--- src/rtl/bt_uart_pkg.sv ---
// Shared definitions for the Bluetooth UART receiver: register map, status
// word layout and receiver FSM state encodings.
package bt_uart_pkg;

    localparam logic [3:0] ADDR_DATA = 4'd0;
    localparam logic [3:0] ADDR_STAT = 4'd2;
    localparam logic [3:0] ADDR_CTRL = 4'd4;

    localparam int STAT_EMPTY     = 0;
    localparam int STAT_FULL      = 1;
    localparam int STAT_OVERRUN   = 2;
    localparam int STAT_FRAME_ERR = 3;
    localparam int STAT_COUNT_LSB = 7;
    localparam int STAT_COUNT_MSB = 15;

    localparam int CTRL_CLR_OVERRUN   = 0;
    localparam int CTRL_CLR_FRAME_ERR = 1;

    typedef enum logic [1:0] {
        IDLE  = 2'd0,
        START = 2'd1,
        DATA  = 2'd2,
        STOP  = 2'd3
    } rx_state_t;

    function automatic logic [15:0] status_word(
        input logic [8:0] count,
        input logic       frame_err,
        input logic       overrun,
        input logic       full,
        input logic       empty
    );
        logic [15:0] w;
        w = 16'h0000;
        w[STAT_COUNT_MSB:STAT_COUNT_LSB] = count;
        w[STAT_FRAME_ERR]                = frame_err;
        w[STAT_OVERRUN]                  = overrun;
        w[STAT_FULL]                     = full;
        w[STAT_EMPTY]                    = empty;
        return w;
    endfunction

endpackage

--- src/rtl/sync_fifo.sv ---
// Single-clock FIFO with registered full/empty/count; a push into a full FIFO
// is accepted when a pop happens in the same cycle.
module sync_fifo #(
    parameter int WIDTH = 8,
    parameter int DEPTH = 16
) (
    input  logic                     clk,
    input  logic                     rst,
    input  logic                     push,
    input  logic                     pop,
    input  logic [WIDTH-1:0]         wdata,
    output logic [WIDTH-1:0]         rdata,
    output logic                     full,
    output logic                     empty,
    output logic [$clog2(DEPTH):0]   count
);

    localparam int AW = $clog2(DEPTH);
    localparam logic [AW-1:0] PTR_ONE  = AW'(1);
    localparam logic [AW:0]   CNT_ONE  = (AW + 1)'(1);
    localparam logic [AW:0]   CNT_ZERO = (AW + 1)'(0);
    localparam logic [AW:0]   CNT_MAX  = (AW + 1)'(DEPTH);

    logic [WIDTH-1:0] mem_r [DEPTH];
    logic [AW-1:0]    wr_ptr_r;
    logic [AW-1:0]    rd_ptr_r;
    logic [AW:0]      count_r;
    logic             full_r;
    logic             empty_r;
    logic             do_push_s;
    logic             do_pop_s;
    logic [AW:0]      count_nxt_s;

    // Qualify push/pop against the current occupancy and compute the next count.
    always_comb begin
        do_pop_s    = pop & ~empty_r;
        do_push_s   = push & (~full_r | do_pop_s);
        count_nxt_s = count_r;
        case ({do_push_s, do_pop_s})
            2'b10:   count_nxt_s = count_r + CNT_ONE;
            2'b01:   count_nxt_s = count_r - CNT_ONE;
            default: count_nxt_s = count_r;
        endcase
    end

    // Pointer, count and flag state; pointers wrap naturally at DEPTH.
    always_ff @(posedge clk or posedge rst) begin
        if (rst) begin
            wr_ptr_r <= '0;
            rd_ptr_r <= '0;
            count_r  <= CNT_ZERO;
            full_r   <= 1'b0;
            empty_r  <= 1'b1;
        end else begin
            if (do_push_s) begin
                wr_ptr_r <= wr_ptr_r + PTR_ONE;
            end
            if (do_pop_s) begin
                rd_ptr_r <= rd_ptr_r + PTR_ONE;
            end
            count_r <= count_nxt_s;
            full_r  <= (count_nxt_s == CNT_MAX);
            empty_r <= (count_nxt_s == CNT_ZERO);
        end
    end

    // Storage array; contents need no reset because empty gates every read.
    always_ff @(posedge clk) begin
        if (do_push_s) begin
            mem_r[wr_ptr_r] <= wdata;
        end
    end

    assign rdata = mem_r[rd_ptr_r];
    assign full  = full_r;
    assign empty = empty_r;
    assign count = count_r;

endmodule

--- src/rtl/bt_uart_rx.sv ---
// 8N1 UART receiver for the Bluetooth link: synchronised line, start/data/stop
// FSM sampling mid-bit, receive FIFO and a small register interface on the J1 bus.
module bt_uart_rx
    import bt_uart_pkg::*;
#(
    parameter int CLK_FREQ   = 50000000,
    parameter int BAUD       = 115200,
    parameter int FIFO_DEPTH = 16
) (
    input  logic        sys_clk_i,
    input  logic        sys_rst_i,
    input  logic        rx_i,
    input  logic        cs_i,
    input  logic        rd_i,
    input  logic        wr_i,
    input  logic [3:0]  addr_i,
    input  logic [15:0] d_in_i,
    output logic [15:0] d_out_o,
    output logic        irq_o
);

    localparam int DIV_RAW = CLK_FREQ / BAUD;
    localparam int DIV     = (DIV_RAW < 4) ? 4 : DIV_RAW;
    localparam int CW      = $clog2(DIV);
    localparam int AW      = $clog2(FIFO_DEPTH);
    localparam logic [CW-1:0] CNT_HALF = CW'(DIV / 2);
    localparam logic [CW-1:0] CNT_BIT  = CW'(DIV - 1);
    localparam logic [CW-1:0] CNT_ZERO = CW'(0);
    localparam logic [CW-1:0] CNT_ONE  = CW'(1);

    logic            rx_meta_r;
    logic            rx_sync_r;
    logic            rx_prev_r;
    rx_state_t       state_r;
    logic [CW-1:0]   baud_cnt_r;
    logic [2:0]      bit_idx_r;
    logic [7:0]      shift_r;
    logic            push_r;
    logic [7:0]      push_data_r;
    logic            ferr_set_r;
    logic            frame_err_r;
    logic            overrun_r;
    logic [15:0]     d_out_r;

    logic            fall_s;
    logic            rd_stb_s;
    logic            wr_ctrl_s;
    logic            pop_s;
    logic            ovr_set_s;
    logic [8:0]      count9_s;
    logic [7:0]      fifo_rdata_s;
    logic            fifo_full_s;
    logic            fifo_empty_s;
    logic [AW:0]     fifo_count_s;
    logic            unused_s;

    // Bus strobes, edge detect and FIFO side conditions.
    always_comb begin
        fall_s    = rx_prev_r & ~rx_sync_r;
        rd_stb_s  = cs_i & rd_i;
        wr_ctrl_s = cs_i & wr_i & (addr_i == ADDR_CTRL);
        if (rd_stb_s && (addr_i == ADDR_DATA) && !fifo_empty_s) begin
            pop_s = 1'b1;
        end else begin
            pop_s = 1'b0;
        end
        ovr_set_s = push_r & fifo_full_s & ~pop_s;
        count9_s  = 9'(fifo_count_s);
    end

    assign unused_s = ^d_in_i[15:2];

    // Two-flop synchroniser plus one delay stage for falling-edge detection.
    always_ff @(posedge sys_clk_i or posedge sys_rst_i) begin
        if (sys_rst_i) begin
            rx_meta_r <= 1'b1;
            rx_sync_r <= 1'b1;
            rx_prev_r <= 1'b1;
        end else begin
            rx_meta_r <= rx_i;
            rx_sync_r <= rx_meta_r;
            rx_prev_r <= rx_sync_r;
        end
    end

    // Receiver FSM; the half-bit start delay puts every later sample mid-bit.
    always_ff @(posedge sys_clk_i or posedge sys_rst_i) begin
        if (sys_rst_i) begin
            state_r     <= IDLE;
            baud_cnt_r  <= CNT_ZERO;
            bit_idx_r   <= 3'd0;
            shift_r     <= 8'h00;
            push_r      <= 1'b0;
            push_data_r <= 8'h00;
            ferr_set_r  <= 1'b0;
        end else begin
            push_r     <= 1'b0;
            ferr_set_r <= 1'b0;
            case (state_r)
                IDLE: begin
                    if (fall_s) begin
                        state_r    <= START;
                        baud_cnt_r <= CNT_HALF;
                    end
                end
                START: begin
                    if (baud_cnt_r == CNT_ZERO) begin
                        if (!rx_sync_r) begin
                            state_r    <= DATA;
                            baud_cnt_r <= CNT_BIT;
                            bit_idx_r  <= 3'd0;
                        end else begin
                            state_r <= IDLE;
                        end
                    end else begin
                        baud_cnt_r <= baud_cnt_r - CNT_ONE;
                    end
                end
                DATA: begin
                    if (baud_cnt_r == CNT_ZERO) begin
                        shift_r    <= {rx_sync_r, shift_r[7:1]};
                        baud_cnt_r <= CNT_BIT;
                        if (bit_idx_r == 3'd7) begin
                            state_r <= STOP;
                        end else begin
                            bit_idx_r <= bit_idx_r + 3'd1;
                        end
                    end else begin
                        baud_cnt_r <= baud_cnt_r - CNT_ONE;
                    end
                end
                STOP: begin
                    if (baud_cnt_r == CNT_ZERO) begin
                        if (rx_sync_r) begin
                            push_r      <= 1'b1;
                            push_data_r <= shift_r;
                        end else begin
                            ferr_set_r <= 1'b1;
                        end
                        state_r <= IDLE;
                    end else begin
                        baud_cnt_r <= baud_cnt_r - CNT_ONE;
                    end
                end
                default: begin
                    state_r <= IDLE;
                end
            endcase
        end
    end

    // Sticky error flags: a set in the same cycle as a clear wins.
    always_ff @(posedge sys_clk_i or posedge sys_rst_i) begin
        if (sys_rst_i) begin
            frame_err_r <= 1'b0;
            overrun_r   <= 1'b0;
        end else begin
            frame_err_r <= ferr_set_r |
                           (frame_err_r & ~(wr_ctrl_s & d_in_i[CTRL_CLR_FRAME_ERR]));
            overrun_r   <= ovr_set_s |
                           (overrun_r & ~(wr_ctrl_s & d_in_i[CTRL_CLR_OVERRUN]));
        end
    end

    // Registered read data, loaded on the same edge that pops the FIFO.
    always_ff @(posedge sys_clk_i or posedge sys_rst_i) begin
        if (sys_rst_i) begin
            d_out_r <= 16'h0000;
        end else if (rd_stb_s) begin
            case (addr_i)
                ADDR_DATA: d_out_r <= fifo_empty_s ? 16'h0000 : {8'h00, fifo_rdata_s};
                ADDR_STAT: d_out_r <= status_word(count9_s, frame_err_r, overrun_r,
                                                  fifo_full_s, fifo_empty_s);
                default:   d_out_r <= 16'h0000;
            endcase
        end
    end

    sync_fifo #(
        .WIDTH (8),
        .DEPTH (FIFO_DEPTH)
    ) u_fifo (
        .clk   (sys_clk_i),
        .rst   (sys_rst_i),
        .push  (push_r),
        .pop   (pop_s),
        .wdata (push_data_r),
        .rdata (fifo_rdata_s),
        .full  (fifo_full_s),
        .empty (fifo_empty_s),
        .count (fifo_count_s)
    );

    assign d_out_o = d_out_r;
    assign irq_o   = ~fifo_empty_s;

endmodule

--- config.mk ---
export PLATFORM = sky130hd
export DESIGN_NAME = bt_uart_rx
export DESIGN_NICKNAME = d
export VERILOG_FILES = /design/src/rtl/bt_uart_pkg.sv /design/src/rtl/sync_fifo.sv /design/src/rtl/bt_uart_rx.sv
export SDC_FILE = /design/constraint.sdc
export NUM_CORES = 1
export LEC_CHECK = 0
export BUFFER_PORTS_ARGS = -buffer_cell sky130_fd_sc_hd__buf_2
export CAP_MARGIN = 25
export CORE_MARGIN = 1
export CORE_UTILIZATION = 50
export DETAILED_ROUTE_END_ITERATION = 8
export GPL_TIMING_DRIVEN = 0
export PLACE_DENSITY = 0.67
export SETUP_SLACK_MARGIN = 0.2
export SLEW_MARGIN = 10
export SYNTH_ARGS = -nofsm -noshare
export SYNTH_HDL_FRONTEND = slang
export SYNTH_SLANG_ARGS = --single-unit
--- constraint.sdc ---
create_clock -name sys_clk_i -period 3.48 [get_ports sys_clk_i]
set_clock_uncertainty 0.05 [all_clocks]
set_input_delay 0.348 -clock sys_clk_i [delete_from_list [all_inputs] [get_ports sys_clk_i]]
set_output_delay 0.348 -clock sys_clk_i [all_outputs]
set_load 0.01 [all_outputs]
# Word-level counts from Yosys, hierarchy flattened
# Memory sizes are Yosys's and may differ from the RTL's.
# Cells that the tools add are included.
# Widths: inputs -> output; s select.
dict set report totals {
  ff_bits 68
  memories 1
  mem_bits_rw 128
  inputBits 26
  out_inout_bits 17
}
# memory words word_bits rd rd_clocked_by_memory_dff write_ports line
set memory_table {}
lappend memory_table {u_fifo.mem_r 16 8 1 0 1 sync_fifo.sv:24} ;# logic [WIDTH-1:0] mem_r [DEPTH];
dict set report classes {
  n_bitwise 21
  n_addsub 6
  reduce_logical 13
  eq_ne 18
  muxes 30
}
# op n
set op_table {}
lappend op_table {{$mux 9} 5}
lappend op_table {{$pmux 9 s4} 1}
lappend op_table {{$pmux 12 s2} 1}
lappend op_table {{$ne 2x2->1 const B} 8}
lappend op_table {{$and 1x1->1} 12}
lappend op_table {{$mux 2} 6}
lappend op_table {{$mux 3} 4}
lappend op_table {{$pmux 5 s2} 1}
lappend op_table {{$reduce_and 5->1} 2}
lappend op_table {{$logic_not 9->1} 1}
lappend op_table {{$mux 1} 9}
lappend op_table {{$sub 9x1->9 const B} 1}
lappend op_table {{$add 4x1->4 const B} 2}
lappend op_table {{$mux 8} 1}
lappend op_table {{$pmux 2 s4} 1}
lappend op_table {{$eq 2x2->1 const B} 3}
lappend op_table {{$not 1->1} 6}
lappend op_table {{$pmux 3 s2} 1}
lappend op_table {{$reduce_and 3->1} 2}
lappend op_table {{$add 5x1->5 const B} 1}
lappend op_table {{$eq 5x5->1 const B} 1}
lappend op_table {{$logic_not 5->1} 1}
lappend op_table {{$sub 5x1->5 const B} 1}
lappend op_table {{$eq 2x1->1 const B} 2}
lappend op_table {{12 further kinds} 15}

# Depth between registers and ports, before layout
dict set report depth {
  depth_word 10
  mapped_depth 10
  ltp_nobuf 9
}

# By module
# From an unflattened synthesis, not the netlist that was laid out.
dict set report unflattened {
  cells_unflattened 491
  hier_area_um2 8226.6
}
# mod instances area_per_inst_um2 cells_each seq_area_each_um2
set by_module_without_submodules {}
lappend by_module_without_submodules {sync_fifo 1 5918.2 287 4220.3}
lappend by_module_without_submodules {bt_uart_rx 1 2308.5 204 1229.9}

# Worst setup path before layout
# Ideal clock, no wire load.
dict set report synth_path {
  kind {input to register}
  from {input port addr_i[1]}
  to {register u_fifo.empty_r, in the netlist u_fifo.empty}
  n_path_buf 1
  slack_ns 0.592
  required_time_ns 3.334
  t_arrival_ns 2.742
  stages 10
  setup_ns 0.096
  cell_sequence {or3_1 -> or2_2 -> buf_2 -> clkinv_2 -> ha_1 -> ha_1 -> a21o_1 -> a2111oi_0 -> nand4b_1 -> nor4bb_1}
}
dict set report synth_between {
  elab_chain_cells 10
  elab_cells_between_ends 11
}
# item line
set synth_rtl {}
lappend synth_rtl {{start: declaration} bt_uart_rx.sv:16} ;# input logic [3:0] addr_i,
lappend synth_rtl {{$logic_not 4->1 *} bt_uart_rx.sv:62} ;# if (rd_stb_s && (addr_i == ADDR_DATA) && !fifo_empty_s) begin
lappend synth_rtl {{$logic_and 1x1->1 * (2 in a row)} bt_uart_rx.sv:62}
lappend synth_rtl {{$mux 1 *} bt_uart_rx.sv:62}
lappend synth_rtl {{$and 1x1->1 *} sync_fifo.sv:36} ;# do_pop_s = pop & ~empty_r;
lappend synth_rtl {{named net u_fifo.do_pop_s} sync_fifo.sv:31} ;# logic do_pop_s;
lappend synth_rtl {{$or 1x1->1} sync_fifo.sv:37} ;# do_push_s = push & (~full_r | do_pop_s);
lappend synth_rtl {{$and 1x1->1} sync_fifo.sv:37}
lappend synth_rtl {{$eq 2x1->1 / $eq 2x2->1 (equally long branches)} sync_fifo.sv:39} ;# case ({do_push_s, do_pop_s})
lappend synth_rtl {{$pmux 5 s2 *} sync_fifo.sv:39}
lappend synth_rtl {{$logic_not 5->1 *} sync_fifo.sv:63} ;# empty_r <= (count_nxt_s == CNT_ZERO);
lappend synth_rtl {{end signal: assignment} sync_fifo.sv:63}
lappend synth_rtl {{end: declaration} sync_fifo.sv:29} ;# logic empty_r;
# The timed path passes the listed nets; every way through them passes the cells marked *.
# A chain may end at the register's enable or synchronous reset.

# Worst setup path after layout
dict set report layout_path {
  from {register u_fifo.empty_r, in the netlist u_fifo.empty}
  to {register u_fifo.empty_r, in the netlist u_fifo.empty}
}
dict set report layout_between {
  elab_chain_cells 9
  elab_cells_between_ends 11
}
# item line
set layout_rtl {}
lappend layout_rtl {{$logic_not 1->1} bt_uart_rx.sv:62}
lappend layout_rtl {{$logic_and 1x1->1} bt_uart_rx.sv:62}
lappend layout_rtl {{$mux 1} bt_uart_rx.sv:62}
lappend layout_rtl {{$and 1x1->1 *} sync_fifo.sv:36}
lappend layout_rtl {{$or 1x1->1} sync_fifo.sv:37}
lappend layout_rtl {{$and 1x1->1} sync_fifo.sv:37}
lappend layout_rtl {{$eq 2x1->1 / $eq 2x2->1 (equally long branches)} sync_fifo.sv:39}
lappend layout_rtl {{$pmux 5 s2 *} sync_fifo.sv:39}
lappend layout_rtl {{$logic_not 5->1 *} sync_fifo.sv:63}
# Every way passes the cells marked *; elsewhere a longest branch is shown, timed or not.

==> metrics.txt <==
# TYPE chip_impl_metric gauge
chip_impl_metric{name="basic_gate_share_of_the_synthesized_area_counting_and_or_nand_and_nor_cells",unit="%"} 7.23
chip_impl_info{name="hp-class",value="input pin to async pin"} 1
chip_impl_metric{name="total_switching_power",unit="mW"} 1.44
chip_impl_metric{name="synth_edf_count",unit=""} 128
chip_impl_metric{name="int_pwr",unit="mW"} 4.01
chip_impl_info{name="status",value="finished, violations left"} 1
chip_impl_metric{name="grt_max_degree",unit=""} 65
chip_impl_metric{name="muxShareOfSynthArea",unit="%"} 13.4
chip_impl_metric{name="die_area",unit="um^2"} 16800
chip_impl_info{name="ys_top_cells_by_count",value="edfxtp_1, dfrtp_1, mux4_2"} 1
chip_impl_metric{name="die_w",unit="um"} 130
chip_impl_metric{name="row_count",unit=""} 46
chip_impl_info{name="r2r-end",value="u_fifo.empty$_DFF_PP1_"} 1
chip_impl_metric{name="antenna_violations_before_repair",unit=""} 0
chip_impl_metric{name="drt_iter0_drc",unit=""} 286
chip_impl_metric{name="share_clk_of_total_power",unit="%"} 35.7
chip_impl_info{name="main_flop_type_after_synthesis",value="edfxtp_1"} 1
chip_impl_metric{name="synth.ff_latch_count",unit=""} 192
chip_impl_metric{name="number_of_global_route_vias_before_repair",unit=""} 4510
chip_impl_info{name="post-synth-top-area-cell",value="edfxtp_1"} 1
chip_impl_metric{name="arithmetic_cell_share_of_the_synthesized_area_counting_full_adders_half_adders_and_majority_gates",unit="%"} 2.86
chip_impl_metric{name="hold_ws",unit="ps"} -5.88
chip_impl_info{name="cts_tree",value="built"} 1
chip_impl_metric{name="synth_async_sr_flop_share",unit="%"} 33.3
chip_impl_metric{name="max_freq",unit="MHz"} 323
chip_impl_metric{name="vdd_ir_drop_max",unit="mV"} 0.337
chip_impl_metric{name="layout_worst_path_cycle_share",unit="%"} 88.9
chip_impl_metric{name="yosys_warnings",unit=""} 0
chip_impl_metric{name="cts-htree-levels",unit=""} 4
chip_impl_metric{name="postRouteAntennaNets",unit=""} 0
chip_impl_metric{name="final_net_count",unit=""} 590
chip_impl_metric{name="routed-via-count",unit=""} 4502
chip_impl_metric{name="cts_max_path_buffers",unit=""} 2
chip_impl_metric{name="grt_use_total",unit="%"} 20.7
chip_impl_metric{name="firstDrtPassIters",unit=""} 5
chip_impl_metric{name="critical_path_peak_fanout",unit=""} 7
chip_impl_metric{name="syn_to_final_growth",unit="%"} 12.9
chip_impl_metric{name="timing.final.max_slew_violations",unit=""} 0
chip_impl_metric{name="buffer_ports.inserted",unit=""} 24
chip_impl_metric{name="setup-violations-final",unit=""} 0
chip_impl_metric{name="worst_ep_arrival_time",unit="ps"} 3390
chip_impl_metric{name="dieHeight",unit="um"} 130
chip_impl_metric{name="worst-endpoint-required",unit="ps"} 3780
chip_impl_metric{name="seq_area_frac_synth",unit="%"} 67.0
chip_impl_metric{name="post-dp-hpwl",unit="um"} 10900
chip_impl_metric{name="fin_tns_setup",unit="ps"} 0
chip_impl_metric{name="p_leak",unit="nW"} 3.47
chip_impl_metric{name="synth_compound_area_share",unit="%"} 6.31
chip_impl_info{name="timing.critical_path.from_type",value="flip-flop"} 1
chip_impl_metric{name="clock_latency",unit="ps"} 440
chip_impl_metric{name="drcViolationCount",unit=""} 0
chip_impl_metric{name="worst_slew_margin_rel",unit="%"} 41.5
chip_impl_metric{name="clk_pin_slew",unit="ps"} 70
chip_impl_metric{name="max-cap-violations",unit=""} 0
chip_impl_info{name="critPathCapture",value="u_fifo.empty$_DFF_PP1_"} 1
chip_impl_metric{name="worst-slew-pin-transition",unit="ps"} 874
chip_impl_metric{name="grt.overflow.total",unit=""} 0
chip_impl_metric{name="finish.instance_area",unit="um^2"} 9190
chip_impl_metric{name="share_seq_of_total_power",unit="%"} 48.3
chip_impl_metric{name="detail_route.vias_per_cell",unit=""} 5.81
chip_impl_metric{name="synth_largest_type_area_fraction",unit="%"} 47.2
chip_impl_info{name="clock-root-buffer",value="clkbuf_16"} 1
chip_impl_info{name="worst_setup_path_end_kind",value="flip-flop"} 1
chip_impl_metric{name="cts_made_buffers",unit=""} 17
chip_impl_info{name="failed_checks",value="hold timing"} 1
chip_impl_metric{name="power.switching_fraction",unit="%"} 26.5
chip_impl_metric{name="synthXorXnorAreaFrac",unit="%"} 0.861
chip_impl_info{name="synth_top_family_by_area",value="multiplexers"} 1
chip_impl_metric{name="postRouteWirelength",unit="um"} 16100
chip_impl_info{name="reg2reg_from",value="u_fifo.empty$_DFF_PP1_"} 1
chip_impl_info{name="grt_setup_unrepaired",value="no"} 1
chip_impl_metric{name="powerDensity",unit="nW/um^2"} 594
chip_impl_metric{name="synth_cell_type_count",unit=""} 66
chip_impl_metric{name="clock_sink_count",unit=""} 192
chip_impl_metric{name="post_synth_inst_count",unit=""} 497
chip_impl_metric{name="post_route_cells_drive_above_1_share",unit="%"} 26.8
chip_impl_metric{name="top_level_ports",unit=""} 43
chip_impl_metric{name="synthesis.area_per_instance",unit="um^2"} 16.4
chip_impl_metric{name="rrSetupSlack",unit="ps"} 390
chip_impl_metric{name="routedWlPerCell",unit="um"} 20.8
chip_impl_metric{name="cell_area_synth",unit="um^2"} 8140
chip_impl_metric{name="core_area",unit="um^2"} 15900
chip_impl_metric{name="dpl_cell_area",unit="um^2"} 8560
chip_impl_metric{name="grt_first_pass_wirelength",unit="um"} 24700
chip_impl_info{name="cell_with_the_most_instances_after_synthesis",value="edfxtp_1"} 1
chip_impl_metric{name="gp_routability_congestion",unit=""} 0.837
chip_impl_metric{name="combinationalPowerShare",unit="%"} 16.0
chip_impl_info{name="critPathLaunch",value="u_fifo.empty$_DFF_PP1_"} 1
chip_impl_metric{name="layout_min_cycle_time",unit="ps"} 3090
chip_impl_metric{name="share_of_the_core_filled_with_cells",unit="%"} 57.8
chip_impl_metric{name="post_cts_buffers",unit=""} 0
chip_impl_info{name="yosys-top-cells-area",value="edfxtp_1, dfrtp_1, mux4_2, mux2_2, ha_1"} 1
chip_impl_metric{name="report.final.hold_viol_count",unit=""} 3
chip_impl_metric{name="num_antenna_cells",unit=""} 0
chip_impl_metric{name="worst_r2r_path_depth",unit=""} 9
chip_impl_metric{name="floorplan.initialDensity",unit="%"} 51.2
chip_impl_info{name="critical_setup_path_kind",value="flip-flop to flip-flop"} 1
[cells by family after synthesis]
kind of cell               after synthesis
AOI/OAI and AO/OA                       69
xor gates and xnor gates                 8
adders and majority gates               18
buffers and inverters                   41
DFF                                    192
muxes                                   66
other                                    1
and+or+nand+nor                        102
[registers in the layout, summed over array words and instances (netlist names), 3 cells and up, named ones only]
signal / flops
baud_cnt_r: 9
shift_r: 8
bit_idx_r: 3
push_data_r: 8
u_fifo.mem_r: 128
u_fifo.wr_ptr_r: 4
u_fifo.count: 5
u_fifo.rd_ptr_r: 4
d_out_o: 12
[worst max-delay path, cell delays in order, from the launching register on]
cell,delay [ps]
dfstp_2,390
or3_1,380
o21ai_4,270
nand2_1,230
ha_4,250
fa_1,410
a21o_1,210
a2111oi_1,370
nand4b_1,220
nor4bb_1,230
[worst min-delay path by stage]
stage	end	slack, ps	startpoint	cells after the start
2_1_floorplan	rx_sync_r$_DFF_PP1_	300	rx_meta_r$_DFF_PP1_	0
3_3_place_gp	rx_sync_r$_DFF_PP1_	310	rx_meta_r$_DFF_PP1_	0
3_5_place_dp	rx_sync_r$_DFF_PP1_	310	rx_meta_r$_DFF_PP1_	0
4_1_cts	u_fifo.count[3]$_DFF_PP0_	40	sys_rst_i	2
5_1_grt	baud_cnt_r[7]$_DFFE_PP0P_	90	sys_rst_i	2
6_report	baud_cnt_r[7]$_DFFE_PP0P_	-6	sys_rst_i	2
[metal layers]
| layer | wire length [um] | share of wire, % | up-vias | GRT usage (%) |
|---|---|---|---|---|
| met2 | 8200 | 51 | 134 | 34.7 |
| met3 | 896 | 5.6 | 24 | 4.34 |
| li1 | - | - | 2032 | - |
| met5 | 0 | 0 | - | 0 |
| met1 | 6660 | 41 | 2312 | 26.4 |
| met4 | 374 | 2.3 | 0 | 8.89 |
[cell type report]
cell class	count	area [um^2]
plain buffers	23	121
clock buffers	18	429
clock inverters	14	165
fillers	1221	6700
inverters	18	72.6
multi-input cells	267	2540
flip-flops and latches	192	5450
well taps	216	270
repair buffers	27	143
[per-stage QoR]
step / worst slack (ps) / hold WS (ps) / cells / power (mW)
floorplan: 592 / 295 / 500 / 3.33
global placement: 163 / 310 / 740 / 3.51
detailed placement: -5.49 / 307 / 742 / 3.54
CTS: 264 / 38.7 / 775 / 5.48
global route: 180 / 87.0 / 775 / 5.67
finish: 387 / -5.88 / 775 / 5.45
[placed cells by master (no fill, tap or decap), types with 5 or more instances in the layout]
master,instances
a21oi_1,8
nor3_1,8
buf_4,5
nand3_1,11
mux2_2,21
a222oi_1,6
buf_2,35
inv_1,16
a21o_1,5
clkbuf_1,5
mux2i_1,13
clkbuf_16,17
o31ai_1,5
nand2_1,25
xnor2_1,8
dfrtp_1,60
o21ai_0,11
ha_1,16
nor2_1,22
mux4_2,32
edfxtp_1,128
[what timing repair did]
| action | in CTS | in global routing |
|---|---|---|
| gates resized for setup | 0 | 5 |
| hold buffers | 1 | 0 |
| hold endpoints to repair | 1 | 0 |
| setup endpoints to repair | 0 | 3 |
[power groups by stage]
stage          Sequential, mW  Clock, mW  Combinational, mW
2_1_floorplan            2.65          0              0.680
3_3_place_gp             2.67          0              0.833
3_5_place_dp             2.68          0              0.859
4_1_cts                  2.64       1.98              0.865
5_1_grt                  2.65       2.06              0.965
6_report                 2.64       1.95              0.873
Power figures use the tool's default switching activity.
